### config.mk
export PLATFORM = sky130hd
export DESIGN_NAME = pbus_host_regs_flat
export DESIGN_NICKNAME = d
export VERILOG_FILES = /design/src/rtl/pbus_host_regs_pkg.sv /design/src/rtl/pbus_host_regs_if.sv /design/src/rtl/pbus_result_fifo.sv /design/src/rtl/pbus_host_regs.sv /design/src/flat_wrapper.sv
export SDC_FILE = /design/constraint.sdc
export NUM_CORES = 1
export LEC_CHECK = 0
export ABC_AREA = 1
export BUFFER_PORTS_ARGS = -buffer_cell sky130_fd_sc_hd__buf_2
export CAP_MARGIN = 20
export CELL_PAD_IN_SITES_DETAIL_PLACEMENT = 0
export CELL_PAD_IN_SITES_GLOBAL_PLACEMENT = 1
export CORE_ASPECT_RATIO = 0.7
export CORE_UTILIZATION = 44
export DETAILED_ROUTE_END_ITERATION = 16
export PLACE_DENSITY = 0.89
export SETUP_SLACK_MARGIN = 0.05
export SKIP_CTS_REPAIR_TIMING = 1
export SYNTH_ARGS = -nofsm -noshare
export SYNTH_HDL_FRONTEND = slang
export SYNTH_SLANG_ARGS = --single-unit
### constraint.sdc
create_clock -name Clk -period 7.8 [get_ports Clk]
set_input_delay 0.39 -clock Clk [delete_from_list [all_inputs] [get_ports Clk]]
set_output_delay 0.39 -clock Clk [all_outputs]
set_load 0.01 [all_outputs]
### src/rtl/pbus_host_regs_pkg.sv
// Shared address map, CTRL bit indices and STATUS bit positions for the PBus host register bank.
package pbus_host_regs_pkg;

    localparam int ADDR_CTRL   = 0;
    localparam int ADDR_STATUS = 1;
    localparam int ADDR_ARG0   = 2;
    localparam int ADDR_ARG1   = 3;
    localparam int ADDR_RESULT = 4;

    localparam int CTRL_START  = 0;
    localparam int CTRL_FLUSH  = 1;
    localparam int CTRL_IRQ_EN = 2;

    localparam int ST_BUSY      = 0;
    localparam int ST_DONE      = 1;
    localparam int ST_EMPTY     = 2;
    localparam int ST_FULL      = 3;
    localparam int ST_UNDERFLOW = 4;
    localparam int ST_COUNT_LSB = 8;

    // Occupancy counter needs one bit more than the pointers to represent "full".
    function automatic int count_width(int depth);
        return $clog2(depth) + 1;
    endfunction

endpackage

### src/rtl/pbus_host_regs_if.sv
// PBus-side strobes, address and data between the handshake interface and the register bank.
interface pbus_host_regs_if #(
    parameter int ADDR_W = 3,
    parameter int DATA_W = 16
) ();
    logic              RD;
    logic              WR;
    logic [ADDR_W-1:0] Addr;
    logic [DATA_W-1:0] DataIn;
    logic [DATA_W-1:0] DataOut;

    modport master (output RD, output WR, output Addr, output DataIn, input DataOut);
    modport slave  (input RD, input WR, input Addr, input DataIn, output DataOut);
endinterface

### src/rtl/pbus_result_fifo.sv
// Single-clock result FIFO with synchronous flush, registered pointers and an occupancy count.
module pbus_result_fifo #(
    parameter int DATA_W = 16,
    parameter int DEPTH  = 8
) (
    input  logic                   clk,
    input  logic                   rst,
    input  logic                   push,
    input  logic [DATA_W-1:0]      push_data,
    input  logic                   pop,
    input  logic                   flush,
    output logic [DATA_W-1:0]      head_data,
    output logic                   full,
    output logic                   empty,
    output logic [$clog2(DEPTH):0] count
);
    localparam int PTR_W = $clog2(DEPTH);
    localparam int CNT_W = PTR_W + 1;

    logic [DATA_W-1:0] mem_q [DEPTH];
    logic [DATA_W-1:0] mem_d [DEPTH];
    logic [PTR_W-1:0]  wr_ptr_q, wr_ptr_d;
    logic [PTR_W-1:0]  rd_ptr_q, rd_ptr_d;
    logic [CNT_W-1:0]  count_q, count_d;
    logic              do_push;
    logic              do_pop;

    assign full      = (count_q == CNT_W'(DEPTH));
    assign empty     = (count_q == '0);
    assign count     = count_q;
    assign head_data = mem_q[rd_ptr_q];

    always_comb begin
        mem_d    = mem_q;
        wr_ptr_d = wr_ptr_q;
        rd_ptr_d = rd_ptr_q;
        count_d  = count_q;
        do_push  = push & ~full & ~flush;
        do_pop   = pop & ~empty & ~flush;
        if (flush) begin
            wr_ptr_d = '0;
            rd_ptr_d = '0;
            count_d  = '0;
        end else begin
            if (do_push) begin
                mem_d[wr_ptr_q] = push_data;
                wr_ptr_d        = wr_ptr_q + PTR_W'(1);
            end
            if (do_pop) begin
                rd_ptr_d = rd_ptr_q + PTR_W'(1);
            end
            case ({do_push, do_pop})
                2'b10:   count_d = count_q + CNT_W'(1);
                2'b01:   count_d = count_q - CNT_W'(1);
                default: count_d = count_q;
            endcase
        end
    end

    always_ff @(posedge clk or posedge rst) begin
        if (rst) begin
            mem_q    <= '{default: '0};
            wr_ptr_q <= '0;
            rd_ptr_q <= '0;
            count_q  <= '0;
        end else begin
            mem_q    <= mem_d;
            wr_ptr_q <= wr_ptr_d;
            rd_ptr_q <= rd_ptr_d;
            count_q  <= count_d;
        end
    end

endmodule

### src/rtl/pbus_host_regs.sv
// Host register bank behind the PBus handshake: CTRL/STATUS/ARG registers and a drained result FIFO.
// Optional PBUS_HOST_REGS_IRQ_EN adds a stored irq_en bit in CTRL and an Irq output.
module pbus_host_regs
    import pbus_host_regs_pkg::*;
#(
    parameter int ADDR_W     = 3,
    parameter int DATA_W     = 16,
    parameter int FIFO_DEPTH = 8
) (
    input  logic              Clk,
    input  logic              Reset,
    pbus_host_regs_if.slave   bus,
    output logic              Start,
    output logic [DATA_W-1:0] Arg0,
    output logic [DATA_W-1:0] Arg1,
    input  logic              Busy,
    input  logic              ResValid,
    input  logic [DATA_W-1:0] ResData,
    output logic              ResReady
`ifdef PBUS_HOST_REGS_IRQ_EN
    ,
    output logic              Irq
`endif
);
    localparam int CNT_W = count_width(FIFO_DEPTH);

    logic              rd_d_q, rd_d_d;
    logic              busy_d_q, busy_d_d;
    logic [DATA_W-1:0] data_out_q, data_out_d;
    logic              start_q, start_d;
    logic [DATA_W-1:0] arg0_q, arg0_d;
    logic [DATA_W-1:0] arg1_q, arg1_d;
    logic              done_q, done_d;
    logic              underflow_q, underflow_d;

    logic              rd_first;
    logic              is_ctrl, is_arg0, is_arg1, is_result;
    logic              ctrl_wr, start_ok, flush;
    logic              fifo_push, fifo_pop, underflow_hit, done_set;
    logic [DATA_W-1:0] rdata;
    logic [DATA_W-1:0] fifo_head;
    logic              fifo_full, fifo_empty;
    logic [CNT_W-1:0]  fifo_count;

`ifdef PBUS_HOST_REGS_IRQ_EN
    logic irq_en_q, irq_en_d;
    assign Irq = done_q & irq_en_q;
`endif

    assign is_ctrl   = (bus.Addr == ADDR_W'(ADDR_CTRL));
    assign is_arg0   = (bus.Addr == ADDR_W'(ADDR_ARG0));
    assign is_arg1   = (bus.Addr == ADDR_W'(ADDR_ARG1));
    assign is_result = (bus.Addr == ADDR_W'(ADDR_RESULT));

    // A write in the same cycle as a read wins; the read is dropped entirely.
    assign rd_first      = bus.RD & ~rd_d_q & ~bus.WR;
    assign ctrl_wr       = bus.WR & is_ctrl;
    assign start_ok      = ctrl_wr & bus.DataIn[CTRL_START] & ~Busy;
    assign flush         = ctrl_wr & bus.DataIn[CTRL_FLUSH];
    assign fifo_push     = ResValid & ResReady;
    assign fifo_pop      = rd_first & is_result & ~fifo_empty;
    assign underflow_hit = rd_first & is_result & fifo_empty;
    assign done_set      = busy_d_q & ~Busy;

    assign ResReady    = ~fifo_full;
    assign Start       = start_q;
    assign Arg0        = arg0_q;
    assign Arg1        = arg1_q;
    assign bus.DataOut = data_out_q;

    always_comb begin
        rdata = '0;
        case (bus.Addr)
`ifdef PBUS_HOST_REGS_IRQ_EN
            ADDR_W'(ADDR_CTRL):   rdata[CTRL_IRQ_EN] = irq_en_q;
`endif
            ADDR_W'(ADDR_STATUS): begin
                rdata[ST_BUSY]                  = Busy;
                rdata[ST_DONE]                  = done_q;
                rdata[ST_EMPTY]                 = fifo_empty;
                rdata[ST_FULL]                  = fifo_full;
                rdata[ST_UNDERFLOW]             = underflow_q;
                rdata[ST_COUNT_LSB +: CNT_W]    = fifo_count;
            end
            ADDR_W'(ADDR_ARG0):   rdata = arg0_q;
            ADDR_W'(ADDR_ARG1):   rdata = arg1_q;
            ADDR_W'(ADDR_RESULT): rdata = fifo_empty ? '0 : fifo_head;
            default:              rdata = '0;
        endcase
    end

    always_comb begin
        rd_d_d      = bus.RD;
        busy_d_d    = Busy;
        data_out_d  = rd_first ? rdata : data_out_q;
        start_d     = start_ok;
        arg0_d      = (bus.WR & is_arg0) ? bus.DataIn : arg0_q;
        arg1_d      = (bus.WR & is_arg1) ? bus.DataIn : arg1_q;
        // Set has priority over clear when a Busy fall meets a start or flush.
        if (done_set)
            done_d = 1'b1;
        else if (start_ok | flush)
            done_d = 1'b0;
        else
            done_d = done_q;
        if (underflow_hit)
            underflow_d = 1'b1;
        else if (flush)
            underflow_d = 1'b0;
        else
            underflow_d = underflow_q;
`ifdef PBUS_HOST_REGS_IRQ_EN
        irq_en_d = ctrl_wr ? bus.DataIn[CTRL_IRQ_EN] : irq_en_q;
`endif
    end

    always_ff @(posedge Clk or posedge Reset) begin
        if (Reset) begin
            rd_d_q      <= 1'b0;
            busy_d_q    <= 1'b0;
            data_out_q  <= '0;
            start_q     <= 1'b0;
            arg0_q      <= '0;
            arg1_q      <= '0;
            done_q      <= 1'b0;
            underflow_q <= 1'b0;
`ifdef PBUS_HOST_REGS_IRQ_EN
            irq_en_q    <= 1'b0;
`endif
        end else begin
            rd_d_q      <= rd_d_d;
            busy_d_q    <= busy_d_d;
            data_out_q  <= data_out_d;
            start_q     <= start_d;
            arg0_q      <= arg0_d;
            arg1_q      <= arg1_d;
            done_q      <= done_d;
            underflow_q <= underflow_d;
`ifdef PBUS_HOST_REGS_IRQ_EN
            irq_en_q    <= irq_en_d;
`endif
        end
    end

    pbus_result_fifo #(
        .DATA_W (DATA_W),
        .DEPTH  (FIFO_DEPTH)
    ) u_fifo (
        .clk       (Clk),
        .rst       (Reset),
        .push      (fifo_push),
        .push_data (ResData),
        .pop       (fifo_pop),
        .flush     (flush),
        .head_data (fifo_head),
        .full      (fifo_full),
        .empty     (fifo_empty),
        .count     (fifo_count)
    );

endmodule

### src/flat_wrapper.sv
// flat-port wrapper written by rule: the top's interface ports become plain ports
module pbus_host_regs_flat import pbus_host_regs_pkg::*;
#(
    parameter int ADDR_W     = 3,
    parameter int DATA_W     = 16,
    parameter int FIFO_DEPTH = 8
)
  (Clk, Reset, Start, Arg0, Arg1, Busy, ResValid, ResData, ResReady, bus_RD, bus_WR, bus_Addr, bus_DataIn, bus_DataOut);
  pbus_host_regs_if #(.ADDR_W(ADDR_W), .DATA_W(DATA_W)) bus_i ();
  input  logic Clk;
  input  logic Reset;
  output logic Start;
  output logic [DATA_W-1:0] Arg0;
  output logic [DATA_W-1:0] Arg1;
  input  logic Busy;
  input  logic ResValid;
  input  logic [DATA_W-1:0] ResData;
  output logic ResReady;
  input wire logic [$bits(bus_i.RD)-1:0] bus_RD;
  input wire logic [$bits(bus_i.WR)-1:0] bus_WR;
  input wire logic [$bits(bus_i.Addr)-1:0] bus_Addr;
  input wire logic [$bits(bus_i.DataIn)-1:0] bus_DataIn;
  output wire logic [$bits(bus_i.DataOut)-1:0] bus_DataOut;
  assign bus_i.RD = bus_RD;
  assign bus_i.WR = bus_WR;
  assign bus_i.Addr = bus_Addr;
  assign bus_i.DataIn = bus_DataIn;
  assign bus_DataOut = bus_i.DataOut;
  pbus_host_regs #(.ADDR_W(ADDR_W), .DATA_W(DATA_W), .FIFO_DEPTH(FIFO_DEPTH)) u_core (.Clk(Clk), .Reset(Reset), .bus(bus_i), .Start(Start), .Arg0(Arg0), .Arg1(Arg1), .Busy(Busy), .ResValid(ResValid), .ResData(ResData), .ResReady(ResReady));
endmodule
==> impl_metrics.json <==
{
  "synth_top_family_by_area": "simple AND/OR/NAND/NOR gates",
  "power_leakage_nw": 5.51,
  "clkLatencyLatePin_ns": 0.45,
  "min_to": "u_core.rd_d_q$_DFF_PP0_",
  "min_period_ns": 3.09,
  "synth_top_cell_area_share": 0.509,
  "synthSimpleGateAreaFrac": 0.263,
  "gp_congestion": 0.801,
  "vias": 7597,
  "synth.area.mux_share": 0,
  "yosysSeqAreaShare": 0.509,
  "worst_setup_path_start_kind": "flip-flop",
  "p_comb_frac": 0.304,
  "crit_buf_inv": 1,
  "die_w_um": 177,
  "slowest_stage": "nor3_4",
  "drc": 0,
  "synth_compound_area_frac": 0.103,
  "r2r_cells": 9,
  "antenna_left": 0,
  "critical_path.max_fanout": 27,
  "clkPwrFrac": 0.246,
  "start_util": 0.451,
  "timing.rr.start": "u_core.rd_d_q$_DFF_PP0_",
  "ys_warn_count": 0,
  "clkTransAtPathRegs_ns": 0.07,
  "p_total_mw": 3.53,
  "avgSynthCellArea_um2": 7.84,
  "grt_max_degree": 121,
  "max_freq_ghz": 0.324,
  "clock_skew_ns": 0.0119,
  "cp-end-kind": "flip-flop",
  "timing.rr.end": "u_core.u_fifo.count[2]$_DFFE_PP0P_",
  "layout-drive-gt1-share": 0.128,
  "hpwl_mm": 14.8,
  "grt_util_all_layers": 0.231,
  "cp.arrival_ns": 3.42,
  "die_area_um2": 21900,
  "yosysTopAreaCell": "dfrtp_1",
  "switching_share": 0.368,
  "critPathKind": "reg2reg",
  "syn_area_um2": 9390,
  "whs_path_depth": 1,
  "cts_buffer_depth": 2,
  "slew-limit-headroom": 0.305,
  "num-nets-final": 1297,
  "area_delta_synth_final_pct": 10.5,
  "setup_tns_ns": 0,
  "p_seq_frac": 0.449,
  "drv_slew": 0,
  "ys_types": 30,
  "switchingPower_mw": 1.30,
  "cp_top_family": "simple AND/OR/NAND/NOR gates",
  "power.internal_mw": 2.23,
  "first_pass_iters": 5,
  "rsz0062_at_grt": "no",
  "synth_fa_ha_area_frac": 0.00800,
  "reg2reg_slack_ns": 4.71,
  "dp_cells": 1507,
  "ys_ff_latch": 191,
  "cts-root-buf": "clkbuf_16",
  "core-area_um2": 20800,
  "status": "finished clean",
  "pwr_density_cell_nw_per_um2": 340,
  "numCtsBuffers": 17,
  "regArea_um2": 4780,
  "drtIter0Drc": 772,
  "worstMarginPinSlew_ns": 1.04,
  "diodes": 0,
  "syn_inst": 1197,
  "final_cells": 1538,
  "finalSetupViolations": 0,
  "grt_overflow": 0,
  "antenna_found_initial": 0,
  "die_h_um": 124,
  "fillers": 2084,
  "post-route-period-util": 0.396,
  "ir_drop_mv": 0.191,
  "hold_start": "bus_RD",
  "path_cells": "nor3_4 -> inv_1 -> nor2_1 -> ha_1 -> xor2_1 -> ha_1 -> a21oi_1 -> xor2_1 -> o22ai_1",
  "critPathMaxStageDelay_ns": 0.71,
  "detail_route.wl_per_cell_um": 15.4,
  "required_ns": 8.13,
  "ios": 91,
  "grt_pass1_wl_mm": 39.0,
  "tritoncts": "done",
  "grt_pass1_vias": 7158,
  "synth_xor_area_frac": 0.00280,
  "min_path_type": "in2reg",
  "drv_cap": 0,
  "multiInputGateArea_um2": 3540,
  "clock-sinks": 191,
  "synth.area.top_cells": "dfrtp_1 (51%), nand2_1 (16%), inv_1 (6.8%)",
  "synth_nets": 1244,
  "numPortBuffers": 90,
  "viasPerCell": 4.94,
  "final_hold_viol_count": 0,
  "rows": 44,
  "htree_levels": 4,
  "routed_wl_mm": 23.7
}
-- registers in the layout (all words and copies together), names as in the netlist --
name,cells
u_core.u_fifo.mem_q,128
u_core.Arg0,16
u_core.Arg1,16
u_core.bus.DataOut,16
u_core.u_fifo.count,4
u_core.u_fifo.rd_ptr_q,3
u_core.u_fifo.wr_ptr_q,3
u_core.Start,1
u_core.busy_d_q,1
u_core.done_q,1
u_core.rd_d_q,1
u_core.underflow_q,1
-- cell families after synthesis --
logic type	Yosys count
flip-flops	191
adder cells (fa/ha/maj)	6
buffers and inverters	232
AO/OA/AOI/OAI	192
AND/OR/NAND/NOR	573
XOR/XNOR	3
-- power groups by stage --
| stage | sequential, mW | clock, mW | combinational, mW |
|---|---|---|---|
| 2_1_floorplan | 1.56 | 0 | 0.859 |
| 4_1_cts | 1.58 | 0.881 | 1.08 |
| 3_3_place_gp | 1.58 | 0 | 1.05 |
| 3_5_place_dp | 1.59 | 0 | 1.08 |
| 6_report | 1.58 | 0.868 | 1.07 |
| 5_1_grt | 1.63 | 0.923 | 1.26 |
-- cells in the final DEF (no fill, tap or decap), drive strengths merged, types with 2 or more instances in the layout --
cell and count:
nand2 409, dfrtp 191, inv 173, o21ai 170, nand3 108, buf 95, nor2 37, a21oi 19
clkbuf 19, or2 16, ha 6, clkinv 6, nor3 3, xor2 2, o22ai 2, bufinv 2
clkinvlp 2
-- worst register-to-register path, delay by kind of cell (launching register included) --
kind | cells | cell delay, ns
adders and majority gates | 2 | 0.51
AOI/OAI and AO/OA | 2 | 0.24
and+or+nand+nor | 2 | 1.18
buffers and inverters | 1 | 0.37
DFF | 1 | 0.40
xor gates and xnor gates | 2 | 0.27
-- cells in the mapped netlist (all sizes together) --
cell type  instances
o22ai              2
o31ai              1
nor3               3
ha                 6
xor2               2
nand2            409
or2               16
clkbuf            18
nor2              37
xnor2              1
nand3            108
dfrtp            191
buf               43
o21ai            170
a21oi             19
inv              171
-- worst max-delay path by stage --
stage	start	endpoint	slack, ns	depth (start not counted)
after floorplan	Reset	u_core.Arg0[0]$_DFFE_PP0P_	2.21	1
after global placement	bus_WR	u_core.u_fifo.count[3]$_DFFE_PP0P_	4.73	12
after detailed placement	bus_WR	u_core.u_fifo.count[2]$_DFFE_PP0P_	4.64	10
after CTS	u_core.rd_d_q$_DFF_PP0_	u_core.u_fifo.count[2]$_DFFE_PP0P_	4.73	9
after global routing	u_core.rd_d_q$_DFF_PP0_	u_core.u_fifo.count[2]$_DFFE_PP0P_	4.43	9
final	u_core.rd_d_q$_DFF_PP0_	u_core.u_fifo.count[2]$_DFFE_PP0P_	4.71	9
-- per-stage QoR --
stage | util | setup slack, ns | cell area (um2) | hold WS, ns
6_report | 0.498 | 4.71 | 10400 | 0.0604
5_1_grt | 0.498 | 4.43 | 10400 | 0.0530
4_1_cts | 0.498 | 4.73 | 10400 | 0.0517
3_5_place_dp | 0.471 | 4.64 | 9800 | 0.470
3_3_place_gp | 0.471 | 4.73 | 9800 | 0.455
2_1_floorplan | - | 2.21 | 9390 | 0.421
-- routing by layer --
layer  up-vias  share of wire  track usage
li1       3835              -            -
met1      3575           0.50        0.354
met2       171           0.44        0.330
met3        16          0.049       0.0404
met4         0          0.011       0.0669
met5         -              0            0
-- layout make-up --
cell class,instances,area share
flip-flops and latches,191,0.461
multi-input cells,774,0.341
inverters,171,0.0626
repair buffers,95,0.0471
clock buffers,19,0.0417
well taps,276,0.0333
clock inverters,12,0.0133
Power figures use the tool's default switching activity.
